==> src/rtl/stage_sched_if.sv <==
// Handshake bundle between the top controller, the nonlinear unit and stage_sched.
// The landmark_num signal exists only when LANDMARK_NUM_IN_EN is defined.
interface stage_sched_if #(
  parameter int STAGE_NUM = 3,
  parameter int ROW_LEN   = 10
);
  logic [ROW_LEN-1:0]   l_k;
`ifdef LANDMARK_NUM_IN_EN
  logic [ROW_LEN-1:0]   landmark_num;
`endif
  logic [STAGE_NUM-1:0] stage_val;
  logic [STAGE_NUM-1:0] stage_rdy;
  logic [STAGE_NUM-1:0] nonlinear_s_val;
  logic [STAGE_NUM-1:0] nonlinear_m_rdy;
  logic [STAGE_NUM-1:0] nonlinear_m_val;
  logic [STAGE_NUM-1:0] nonlinear_s_rdy;
  logic [STAGE_NUM-1:0] stage_done;
  logic                 stage_err;
  logic                 busy;

  modport master (
`ifdef LANDMARK_NUM_IN_EN
    output landmark_num,
`endif
    output l_k, stage_val, nonlinear_s_val, nonlinear_s_rdy,
    input  stage_rdy, nonlinear_m_rdy, nonlinear_m_val, stage_done, stage_err, busy
  );

  modport slave (
`ifdef LANDMARK_NUM_IN_EN
    input  landmark_num,
`endif
    input  l_k, stage_val, nonlinear_s_val, nonlinear_s_rdy,
    output stage_rdy, nonlinear_m_rdy, nonlinear_m_val, stage_done, stage_err, busy
  );
endinterface

==> src/rtl/stage_sched.sv <==
// Stage scheduler: accepts one one-hot stage, runs NL_IN -> CALC -> NL_OUT -> DONE.
// Optional LANDMARK_NUM_IN_EN adds a landmark_num range check on l_k at acceptance.
module stage_sched #(
  parameter int STAGE_NUM = 3,
  parameter int ROW_LEN   = 10,
  parameter int PIPE_LAT  = 8
) (
  input  logic          clk,
  input  logic          sys_rst,
  stage_sched_if.slave  sif
);
  localparam int CW = ROW_LEN + 1;

  typedef enum logic [2:0] {
    ST_IDLE   = 3'd0,
    ST_NL_IN  = 3'd1,
    ST_CALC   = 3'd2,
    ST_NL_OUT = 3'd3,
    ST_DONE   = 3'd4
  } state_t;

  state_t               state_r, state_nxt_s;
  logic [STAGE_NUM-1:0] stage_q_r, stage_nxt_s;
  logic [ROW_LEN-1:0]   lk_q_r, lk_nxt_s;
  logic [CW-1:0]        cnt_r, calc_end_s;
  logic                 req_ok_s, req_bad_s, in_range_s, err_s;
  logic [STAGE_NUM-1:0] stage_rdy_r, m_rdy_r, m_val_r, done_r;
  logic                 err_r, busy_r;

  function automatic logic is_onehot(input logic [STAGE_NUM-1:0] v);
    return (v != {STAGE_NUM{1'b0}}) &&
           ((v & (v - STAGE_NUM'(1))) == {STAGE_NUM{1'b0}});
  endfunction

  // Request qualification in IDLE: exactly one-hot and, optionally, l_k in range
  always_comb begin
`ifdef LANDMARK_NUM_IN_EN
    in_range_s = (sif.l_k < sif.landmark_num);
`else
    in_range_s = 1'b1;
`endif
    req_ok_s  = is_onehot(sif.stage_val) && in_range_s;
    req_bad_s = (sif.stage_val != {STAGE_NUM{1'b0}}) && !req_ok_s;
  end

  // Last CALC cycle index; widened by one bit so lk_q at its maximum cannot wrap
  assign calc_end_s = {1'b0, lk_q_r} + CW'(PIPE_LAT - 1);

  // Next-state and captured-request logic
  always_comb begin
    state_nxt_s = state_r;
    stage_nxt_s = stage_q_r;
    lk_nxt_s    = lk_q_r;
    err_s       = 1'b0;
    case (state_r)
      ST_IDLE: begin
        if (req_ok_s) begin
          state_nxt_s = ST_NL_IN;
          stage_nxt_s = sif.stage_val;
          lk_nxt_s    = sif.l_k;
        end else begin
          err_s = req_bad_s;
        end
      end
      ST_NL_IN: begin
        if (|(sif.nonlinear_s_val & stage_q_r)) begin
          state_nxt_s = ST_CALC;
        end else begin
          state_nxt_s = ST_NL_IN;
        end
      end
      ST_CALC: begin
        if (cnt_r == calc_end_s) begin
          state_nxt_s = ST_NL_OUT;
        end else begin
          state_nxt_s = ST_CALC;
        end
      end
      ST_NL_OUT: begin
        if (|(sif.nonlinear_s_rdy & stage_q_r)) begin
          state_nxt_s = ST_DONE;
        end else begin
          state_nxt_s = ST_NL_OUT;
        end
      end
      ST_DONE:  state_nxt_s = ST_IDLE;
      default:  state_nxt_s = ST_IDLE;
    endcase
  end

  // State, captured request and CALC counter (counter is zero on every CALC entry)
  always_ff @(posedge clk) begin
    if (sys_rst) begin
      state_r   <= ST_IDLE;
      stage_q_r <= {STAGE_NUM{1'b0}};
      lk_q_r    <= {ROW_LEN{1'b0}};
      cnt_r     <= {CW{1'b0}};
    end else begin
      state_r   <= state_nxt_s;
      stage_q_r <= stage_nxt_s;
      lk_q_r    <= lk_nxt_s;
      if ((state_r == ST_CALC) && (state_nxt_s == ST_CALC)) begin
        cnt_r <= cnt_r + CW'(1);
      end else begin
        cnt_r <= {CW{1'b0}};
      end
    end
  end

  // Outputs registered from the next state so each one lines up with its state
  always_ff @(posedge clk) begin
    if (sys_rst) begin
      stage_rdy_r <= {STAGE_NUM{1'b1}};
      busy_r      <= 1'b0;
      m_rdy_r     <= {STAGE_NUM{1'b0}};
      m_val_r     <= {STAGE_NUM{1'b0}};
      done_r      <= {STAGE_NUM{1'b0}};
      err_r       <= 1'b0;
    end else begin
      stage_rdy_r <= (state_nxt_s == ST_IDLE)   ? {STAGE_NUM{1'b1}} : {STAGE_NUM{1'b0}};
      busy_r      <= (state_nxt_s != ST_IDLE);
      m_rdy_r     <= (state_nxt_s == ST_NL_IN)  ? stage_nxt_s : {STAGE_NUM{1'b0}};
      m_val_r     <= (state_nxt_s == ST_NL_OUT) ? stage_nxt_s : {STAGE_NUM{1'b0}};
      done_r      <= (state_nxt_s == ST_DONE)   ? stage_nxt_s : {STAGE_NUM{1'b0}};
      err_r       <= err_s;
    end
  end

  assign sif.stage_rdy       = stage_rdy_r;
  assign sif.busy            = busy_r;
  assign sif.nonlinear_m_rdy = m_rdy_r;
  assign sif.nonlinear_m_val = m_val_r;
  assign sif.stage_done      = done_r;
  assign sif.stage_err       = err_r;
endmodule

==> src/flat_wrapper.sv <==
// flat-port wrapper written by rule: the top's interface ports become plain ports
module stage_sched_flat 
#(
  parameter int STAGE_NUM = 3,
  parameter int ROW_LEN   = 10,
  parameter int PIPE_LAT  = 8
)
  (clk, sys_rst, sif_l_k, sif_stage_val, sif_nonlinear_s_val, sif_nonlinear_s_rdy, sif_stage_rdy, sif_nonlinear_m_rdy, sif_nonlinear_m_val, sif_stage_done, sif_stage_err, sif_busy);
  stage_sched_if #(.STAGE_NUM(STAGE_NUM), .ROW_LEN(ROW_LEN)) sif_i ();
  input  logic clk;
  input  logic sys_rst;
  input wire logic [$bits(sif_i.l_k)-1:0] sif_l_k;
  input wire logic [$bits(sif_i.stage_val)-1:0] sif_stage_val;
  input wire logic [$bits(sif_i.nonlinear_s_val)-1:0] sif_nonlinear_s_val;
  input wire logic [$bits(sif_i.nonlinear_s_rdy)-1:0] sif_nonlinear_s_rdy;
  output wire logic [$bits(sif_i.stage_rdy)-1:0] sif_stage_rdy;
  output wire logic [$bits(sif_i.nonlinear_m_rdy)-1:0] sif_nonlinear_m_rdy;
  output wire logic [$bits(sif_i.nonlinear_m_val)-1:0] sif_nonlinear_m_val;
  output wire logic [$bits(sif_i.stage_done)-1:0] sif_stage_done;
  output wire logic [$bits(sif_i.stage_err)-1:0] sif_stage_err;
  output wire logic [$bits(sif_i.busy)-1:0] sif_busy;
  assign sif_i.l_k = sif_l_k;
  assign sif_i.stage_val = sif_stage_val;
  assign sif_i.nonlinear_s_val = sif_nonlinear_s_val;
  assign sif_i.nonlinear_s_rdy = sif_nonlinear_s_rdy;
  assign sif_stage_rdy = sif_i.stage_rdy;
  assign sif_nonlinear_m_rdy = sif_i.nonlinear_m_rdy;
  assign sif_nonlinear_m_val = sif_i.nonlinear_m_val;
  assign sif_stage_done = sif_i.stage_done;
  assign sif_stage_err = sif_i.stage_err;
  assign sif_busy = sif_i.busy;
  stage_sched #(.STAGE_NUM(STAGE_NUM), .ROW_LEN(ROW_LEN), .PIPE_LAT(PIPE_LAT)) u_core (.clk(clk), .sys_rst(sys_rst), .sif(sif_i));
endmodule
==> config.mk <==
export PLATFORM = sky130hd
export DESIGN_NAME = stage_sched_flat
export DESIGN_NICKNAME = d
export VERILOG_FILES = /design/src/rtl/stage_sched_if.sv /design/src/rtl/stage_sched.sv /design/src/flat_wrapper.sv
export SDC_FILE = /design/constraint.sdc
export NUM_CORES = 1
export LEC_CHECK = 0
export ABC_AREA = 1
export BUFFER_PORTS_ARGS = -buffer_cell sky130_fd_sc_hd__buf_2
export CAP_MARGIN = 20
export CELL_PAD_IN_SITES_DETAIL_PLACEMENT = 1
export CELL_PAD_IN_SITES_GLOBAL_PLACEMENT = 2
export CORE_MARGIN = 8
export CORE_UTILIZATION = 32
export DETAILED_ROUTE_END_ITERATION = 8
export MAX_ROUTING_LAYER = met4
export PLACE_DENSITY = 0.94
export SLEW_MARGIN = 5
export SYNTH_ARGS = -nofsm -noshare
export SYNTH_HDL_FRONTEND = slang
export SYNTH_SLANG_ARGS = --single-unit
export TNS_END_PERCENT = 1
==> constraint.sdc <==
create_clock -name clk -period 3.2 [get_ports clk]
set_input_delay 0 -clock clk [delete_from_list [all_inputs] [get_ports clk]]
set_output_delay 0 -clock clk [all_outputs]
set_load 0.01 [all_outputs]
==> flow_metrics.env, run 1 <==
export IMPL_outcome="finished, final reports clean"
export IMPL_synth_cells=279
export IMPL_start_util_pct=32.5
export IMPL_drive_gt1_share_pct=15.5
export IMPL_period_minus_slack_ns=1.95
export IMPL_slew_viol_final=0
export IMPL_finalSetupTns_ns=0
export IMPL_die_w_um=93.1
export IMPL_io_pins=35
export IMPL_skew_ns=0.00979
export IMPL_yosysSeqAreaShare_pct=41.0
export IMPL_synth_area_per_cell_um2=6.83
export IMPL_htree_levels=2
export IMPL_synth_top_cells_by_count="nand2_1, nor2_1, inv_1"
export IMPL_path_clk_slew_ns=0.08
export IMPL_critical_path_required_ns=3.38
export IMPL_yosys_register_bits=39
export IMPL_cts_root_buffer="clkbuf_8"
export IMPL_via_count=1786
export IMPL_p_leak_uw=0.00109
export IMPL_cp_end_kind="register"
export IMPL_fin_nets=345
export IMPL_worstMarginPinSlew_ns=0.492
export IMPL_diodes=0
export IMPL_cts_tree="yes"
export IMPL_synth_area_leaders="dfxtp_1, nand2_1, nor2_1"
export IMPL_ant_nets=0
export IMPL_finalSetupViolCount=0
export IMPL_crit_type="reg2reg"
export IMPL_synth_async_reset_ratio_pct=0
export IMPL_reg2regPathDepth=5
export IMPL_num_fill_cells=769
export IMPL_drtIter0Drc=79
export IMPL_yosys_warnings=0
export IMPL_worstReg2RegStart="u_core.state_r[1]"
export IMPL_clock_sinks=39
export IMPL_r2r_slack_ns=1.25
export IMPL_die_y_um=93.1
export IMPL_synth_distinct_cells=25
export IMPL_whs_path_depth=3
export IMPL_synth_top_area_share_pct=41.0
export IMPL_drv_cap=0
export IMPL_first_global_vias=1899
export IMPL_synth_edf_count=0
export IMPL_post_cts_buffers=0
export IMPL_wl_per_cell_um=12.5
export IMPL_rows=28
export IMPL_hpwl_mm=3.92
export IMPL_crit_path_max_fanout=25
export IMPL_gr_total_overflow=0
export IMPL_post_synth_top_count_cell="nand2_1"
export IMPL_place_inst=382
export IMPL_reg2reg_to="u_core.cnt_r[6]"
export IMPL_drcViolationCount=0
export IMPL_gp_congestion=0.751
export IMPL_stdcell_count=398
export IMPL_synth_nets=302
export IMPL_start_kind="register"
export IMPL_numCtsBuffers=5
export IMPL_finalWirelength_mm=4.97
export IMPL_firstDrtPassIters=4
export IMPL_fin_util_pct=39.7
export IMPL_core_um2=5850
export IMPL_grt_use_total_pct=12.9
export IMPL_min_from="sif_l_k[0]"
export IMPL_via_per_inst=4.49
export IMPL_max_vdd_ir_drop_v=0.000240
export IMPL_syn2layout_area_growth_pct=22.0
export IMPL_rsz0062_at_grt="no"
export IMPL_antenna_found_initial=0
export IMPL_fmax_ghz=0.512
export IMPL_holdCritPathClass="in2reg"
export IMPL_synth_area_um2=1900
export IMPL_portBuffers=34
export IMPL_worstPathArrival_ns=2.13
export IMPL_relSlewSlack_pct=66.9
export IMPL_synth_main_ff_cell="dfxtp_1"
export IMPL_dieArea_um2=8680
export IMPL_timing_final_crit_share_pct=61.0
export IMPL_grt_pass1_wl_mm=8.67
export IMPL_grt_max_degree=26
export IMPL_cts_buffer_depth=2
export IMPL_clk_latency_ns=0.29
export IMPL_synth_top_area_cell="dfxtp_1"
export IMPL_p_per_area_nw_per_um2=497
export IMPL_holdPathEnd="u_core.lk_q_r[0]"
export IMPL_hold_viol=0
worst max path at each step:
stage | start | to | cells past startpoint | slack [ns]
2_1_floorplan | u_core.lk_q_r[0] | u_core.cnt_r[0] | 13 | 1.62
3_3_place_gp | u_core.state_r[1] | u_core.cnt_r[4] | 5 | 1.27
3_5_place_dp | u_core.state_r[1] | u_core.cnt_r[8] | 5 | 1.22
4_1_cts | u_core.state_r[1] | u_core.cnt_r[3] | 5 | 1.21
5_1_grt | u_core.state_r[1] | u_core.cnt_r[6] | 5 | 1.00
6_report | u_core.state_r[1] | u_core.cnt_r[6] | 5 | 1.25
final cells by class:
| class | instances | area [um^2] | share of cell area (%) |
|---|---|---|---|
| clock inverters | 3 | 43.8 | 1.88 |
| clock buffers | 5 | 68.8 | 2.96 |
| repair buffers | 42 | 250 | 10.8 |
| inverters | 43 | 161 | 6.95 |
| flip-flops and latches | 39 | 781 | 33.6 |
| well taps | 75 | 93.8 | 4.04 |
| multi-input cells | 191 | 925 | 39.8 |
per-layer routing:
layer	up-vias	wire, um	global-route usage [%]
met5	-	0	-
met3	7	141	2.48
li1	944	-	-
met1	808	2300	14.1
met2	27	2460	22.8
met4	0	67	4.43
critical path, cell delays in order, from the launching register on:
cell and delay [ns]:
dfxtp_1 0.37, nor3_1 0.35, nand3_2 0.47, nor3b_2 0.35
nand3_2 0.22, nor2_1 0.07
layout by cell type (no fill, tap or decap), types with 2 or more instances in the layout:
cell type	Yosys	final
clkbuf_8	0	5
ha_1	2	2
inv_1	43	43
nand4_1	3	3
a21oi_1	11	11
dlygate4sd3_1	0	8
buf_2	0	34
o21ai_0	11	11
nand3_1	15	15
nor2_1	46	46
mux2i_1	2	2
nand3_2	4	4
nand3b_1	2	2
nor3_1	3	3
nand2_1	73	73
dfxtp_1	39	39
xor2_1	8	8
xnor2_1	4	4
registers in the layout (all words and copies together) (netlist names):
| register | count |
|---|---|
| u_core.cnt_r | 11 |
| u_core.lk_q_r | 10 |
| u_core.sif.nonlinear_m_rdy | 3 |
| u_core.sif.nonlinear_m_val | 3 |
| u_core.sif.stage_done | 3 |
| u_core.stage_q_r | 3 |
| u_core.state_r | 3 |
| u_core.sif.busy | 1 |
| u_core.sif.stage_err | 1 |
| u_core.sif.stage_rdy | 1 |
where the power goes:
part | leakage [uW] | internal (uW) | switching [uW]
logic | 0.000711 | 79.4 | 125
registers | 0.000318 | 515 | 26.8
clock network | 0.0000581 | 232 | 177
total | 0.00109 | 827 | 329
cells by family (layout without fill, tap and decap cells):
kind of cell,count (synthesis),after routing,share of synthesized area (%)
muxes,2,2,1.05
buffers and inverters,49,93,10.4
adders and majority gates,2,2,1.31
AOI/OAI and AO/OA,24,24,6.64
and+or+nand+nor,151,151,34.0
DFF,39,39,41.0
xor gates and xnor gates,12,12,5.52
stage by stage:
stage	power [uW]	hold slack, ns	instance area (um^2)	setup WS (ns)
global placement	750	0.281	2130	1.27
detailed placement	755	0.285	2130	1.22
CTS	1180	0.00143	2320	1.21
global route	1240	0.0159	2320	1.00
finish	1160	0.000916	2320	1.25
floorplan	693	0.0724	1900	1.62
timing repair:
| item | 4_1_cts | 5_1_grt |
|---|---|---|
| hold buffers | 8 | 0 |
| endpoints found under the setup margin | 0 | 0 |
| endpoints found under the hold margin | 11 | 0 |
| resized for setup | 0 | 0 |
Note: power is estimated with default switching activity, not from simulation.
==> run 2: changes to the inputs <==
--- a/config.mk
+++ b/config.mk
@@ -11,10 +11,10 @@
 export CELL_PAD_IN_SITES_DETAIL_PLACEMENT = 1
 export CELL_PAD_IN_SITES_GLOBAL_PLACEMENT = 2
 export CORE_MARGIN = 8
-export CORE_UTILIZATION = 32
+export CORE_UTILIZATION = 30
 export DETAILED_ROUTE_END_ITERATION = 8
 export MAX_ROUTING_LAYER = met4
-export PLACE_DENSITY = 0.94
+export PLACE_DENSITY = 0.9
 export SLEW_MARGIN = 5
 export SYNTH_ARGS = -nofsm -noshare
 export SYNTH_HDL_FRONTEND = slang
==> constraint.sdc (replaced) <==
create_clock -name clk -period 2.05 [get_ports clk]
set_input_delay 0 -clock clk [delete_from_list [all_inputs] [get_ports clk]]
set_output_delay 0 -clock clk [all_outputs]
set_load 0.01 [all_outputs]
==> flow_metrics.env, run 2 (same netlist as run 1, synthesis figures left out) <==
export IMPL_drv_cap=0
export IMPL_fin_nets=347
export IMPL_drive_gt1_share_pct=16.0
export IMPL_path_clk_slew_ns=0.08
export IMPL_cpLargestDelayFamily="simple AND/OR/NAND/NOR gates"
export IMPL_register_area_um2=781
export IMPL_grt_max_degree=16
export IMPL_design_area_um2=2320
export IMPL_pwr_share_comb_pct=19.7
export IMPL_cts_tree="yes"
export IMPL_dp_slack_ns=0.267
export IMPL_pwr_share_clk_pct=30.8
export IMPL_final_common_cell="nand2_1"
export IMPL_dpl_cell_area_um2=2150
export IMPL_crit_path_max_fanout=11
export IMPL_slew_viol_final=0
export IMPL_via_per_inst=4.52
export IMPL_drtIter0Drc=88
export IMPL_cp_startpoint="u_core.lk_q_r[0]"
export IMPL_pwr_share_seq_pct=49.5
export IMPL_via_count=1818
export IMPL_outcome="finished, final reports clean"
export IMPL_relSlewSlack_pct=64.3
export IMPL_finalSetupTns_ns=0
export IMPL_worstReg2RegStart="u_core.lk_q_r[0]"
export IMPL_firstDrtPassIters=4
export IMPL_cts_buffer_depth=2
export IMPL_p_int_uw=1170
export IMPL_wl_per_cell_um=12.8
export IMPL_hpwl_mm=4.05
export IMPL_cp_num_buf_inv=3
export IMPL_gr_total_overflow=0
export IMPL_cp_end_kind="register"
export IMPL_die_w_um=95.7
export IMPL_rsz0062_at_grt="no"
export IMPL_die_y_um=95.7
export IMPL_gp_congestion=0.770
export IMPL_post_cts_buffers=0
export IMPL_period_minus_slack_ns=1.79
export IMPL_min_from="sif_l_k[6]"
export IMPL_start_util_pct=30.5
export IMPL_path_cells="inv_1 > ha_1 > inv_1 > nor2_1 > nor2_2 > nand3_1 > nand2_1 > inv_1 > nor2_1 > nand3_2 > nand3_2 > nor2_1"
export IMPL_layout_common_cells="nand2_1, nor2_1, inv_1, dfxtp_1, buf_2"
export IMPL_fmax_ghz=0.558
export IMPL_max_flop_register="u_core.cnt_r"
export IMPL_holdCritPathClass="in2reg"
export IMPL_clock_sinks=39
export IMPL_p_per_area_nw_per_um2=740
export IMPL_crit_type="reg2reg"
export IMPL_finalWirelength_mm=5.16
export IMPL_largest_reg_flops=11
export IMPL_slowest_stage="dfxtp_1"
export IMPL_total_power_uw=1710
export IMPL_start_kind="register"
export IMPL_antenna_found_initial=0
export IMPL_ant_nets=0
export IMPL_worstPathArrival_ns=1.97
export IMPL_sw_frac_of_total_pct=31.7
export IMPL_top_regs="u_core.cnt_r x11, u_core.lk_q_r x10"
export IMPL_first_global_vias=1918
export IMPL_diodes=0
export IMPL_r2r_slack_ns=0.26
export IMPL_dieArea_um2=9150
export IMPL_max_vdd_ir_drop_v=0.000570
export IMPL_numCtsBuffers=5
export IMPL_hold_viol=0
export IMPL_grt_pass1_wl_mm=8.76
export IMPL_grt_use_total_pct=12.6
export IMPL_cts_root_buffer="clkbuf_8"
export IMPL_clk_latency_ns=0.29
export IMPL_skew_ns=0.00785
export IMPL_critical_path_required_ns=2.23
export IMPL_setup_ws_ns=0.258
export IMPL_htree_levels=2
export IMPL_multi_input_area_um2=925
export IMPL_num_fill_cells=839
export IMPL_worstMarginPinSlew_ns=0.535
export IMPL_timing_final_crit_share_pct=87.4
export IMPL_portBuffers=34
export IMPL_rows=29
export IMPL_core_um2=6240
export IMPL_p_leak_uw=0.00108
export IMPL_drcViolationCount=0
export IMPL_max_stage_delay_ns=0.36
export IMPL_io_pins=35
export IMPL_net_switching_power_uw=543
export IMPL_finalSetupViolCount=0
export IMPL_syn2layout_area_growth_pct=21.7
-- run 2: final timing paths --
kind                      endpoint  depth (start not counted)
setup reg to reg   u_core.cnt_r[5]                         12
hold / removal    u_core.lk_q_r[6]                          3
setup / recovery   u_core.cnt_r[5]                         12
hold reg to reg   u_core.lk_q_r[9]                          2
-- run 2: power by group through the flow --
stage | clock network, uW | registers (uW) | logic, uW
6_report | 528 | 849 | 337
5_1_grt | 570 | 858 | 386
4_1_cts | 548 | 850 | 342
3_5_place_dp | 0 | 868 | 329
3_3_place_gp | 0 | 864 | 323
2_1_floorplan | 0 | 860 | 221
-- run 2: stage by stage --
step | std cells | hold slack (ns) | util [%]
CTS | 402 | 0.00860 | 37.1
global placement | 386 | 0.280 | 34.4
finish | 402 | 0.00491 | 37.1
global route | 402 | 0.0229 | 37.1
floorplan | 279 | 0.0724 | -
detailed placement | 386 | 0.289 | 34.4
-- run 2: repair_timing --
item / in CTS / in global routing
hold endpoints to repair: 11 / 0
endpoints found under the setup margin: 0 / 0
hold buffers: 8 / 0
resized for setup: 0 / 0
-- run 2: layer usage --
| layer | global-route usage (%) | share of wire, % | up-vias |
|---|---|---|---|
| met1 | 14.1 | 47 | 842 |
| met4 | 3.46 | 0.72 | 0 |
| met2 | 21.7 | 49 | 26 |
| met3 | 3.07 | 3.4 | 4 |
| met5 | - | 0 | - |
| li1 | - | - | 946 |
-- run 2: final cells by class --
type | instances | area share [%]
multi-input combinational | 191 | 39.9
inverter | 43 | 6.97
timing repair buffer | 44 | 11.4
tap | 77 | 4.16
clock buffer | 5 | 2.97
clock inverter | 3 | 0.864
sequential | 39 | 33.7
-- run 2: worst min-delay path: stages --
cell	delay [ns]
buf_2	0.08
o21ai_0	0.07
a21oi_1	0.11
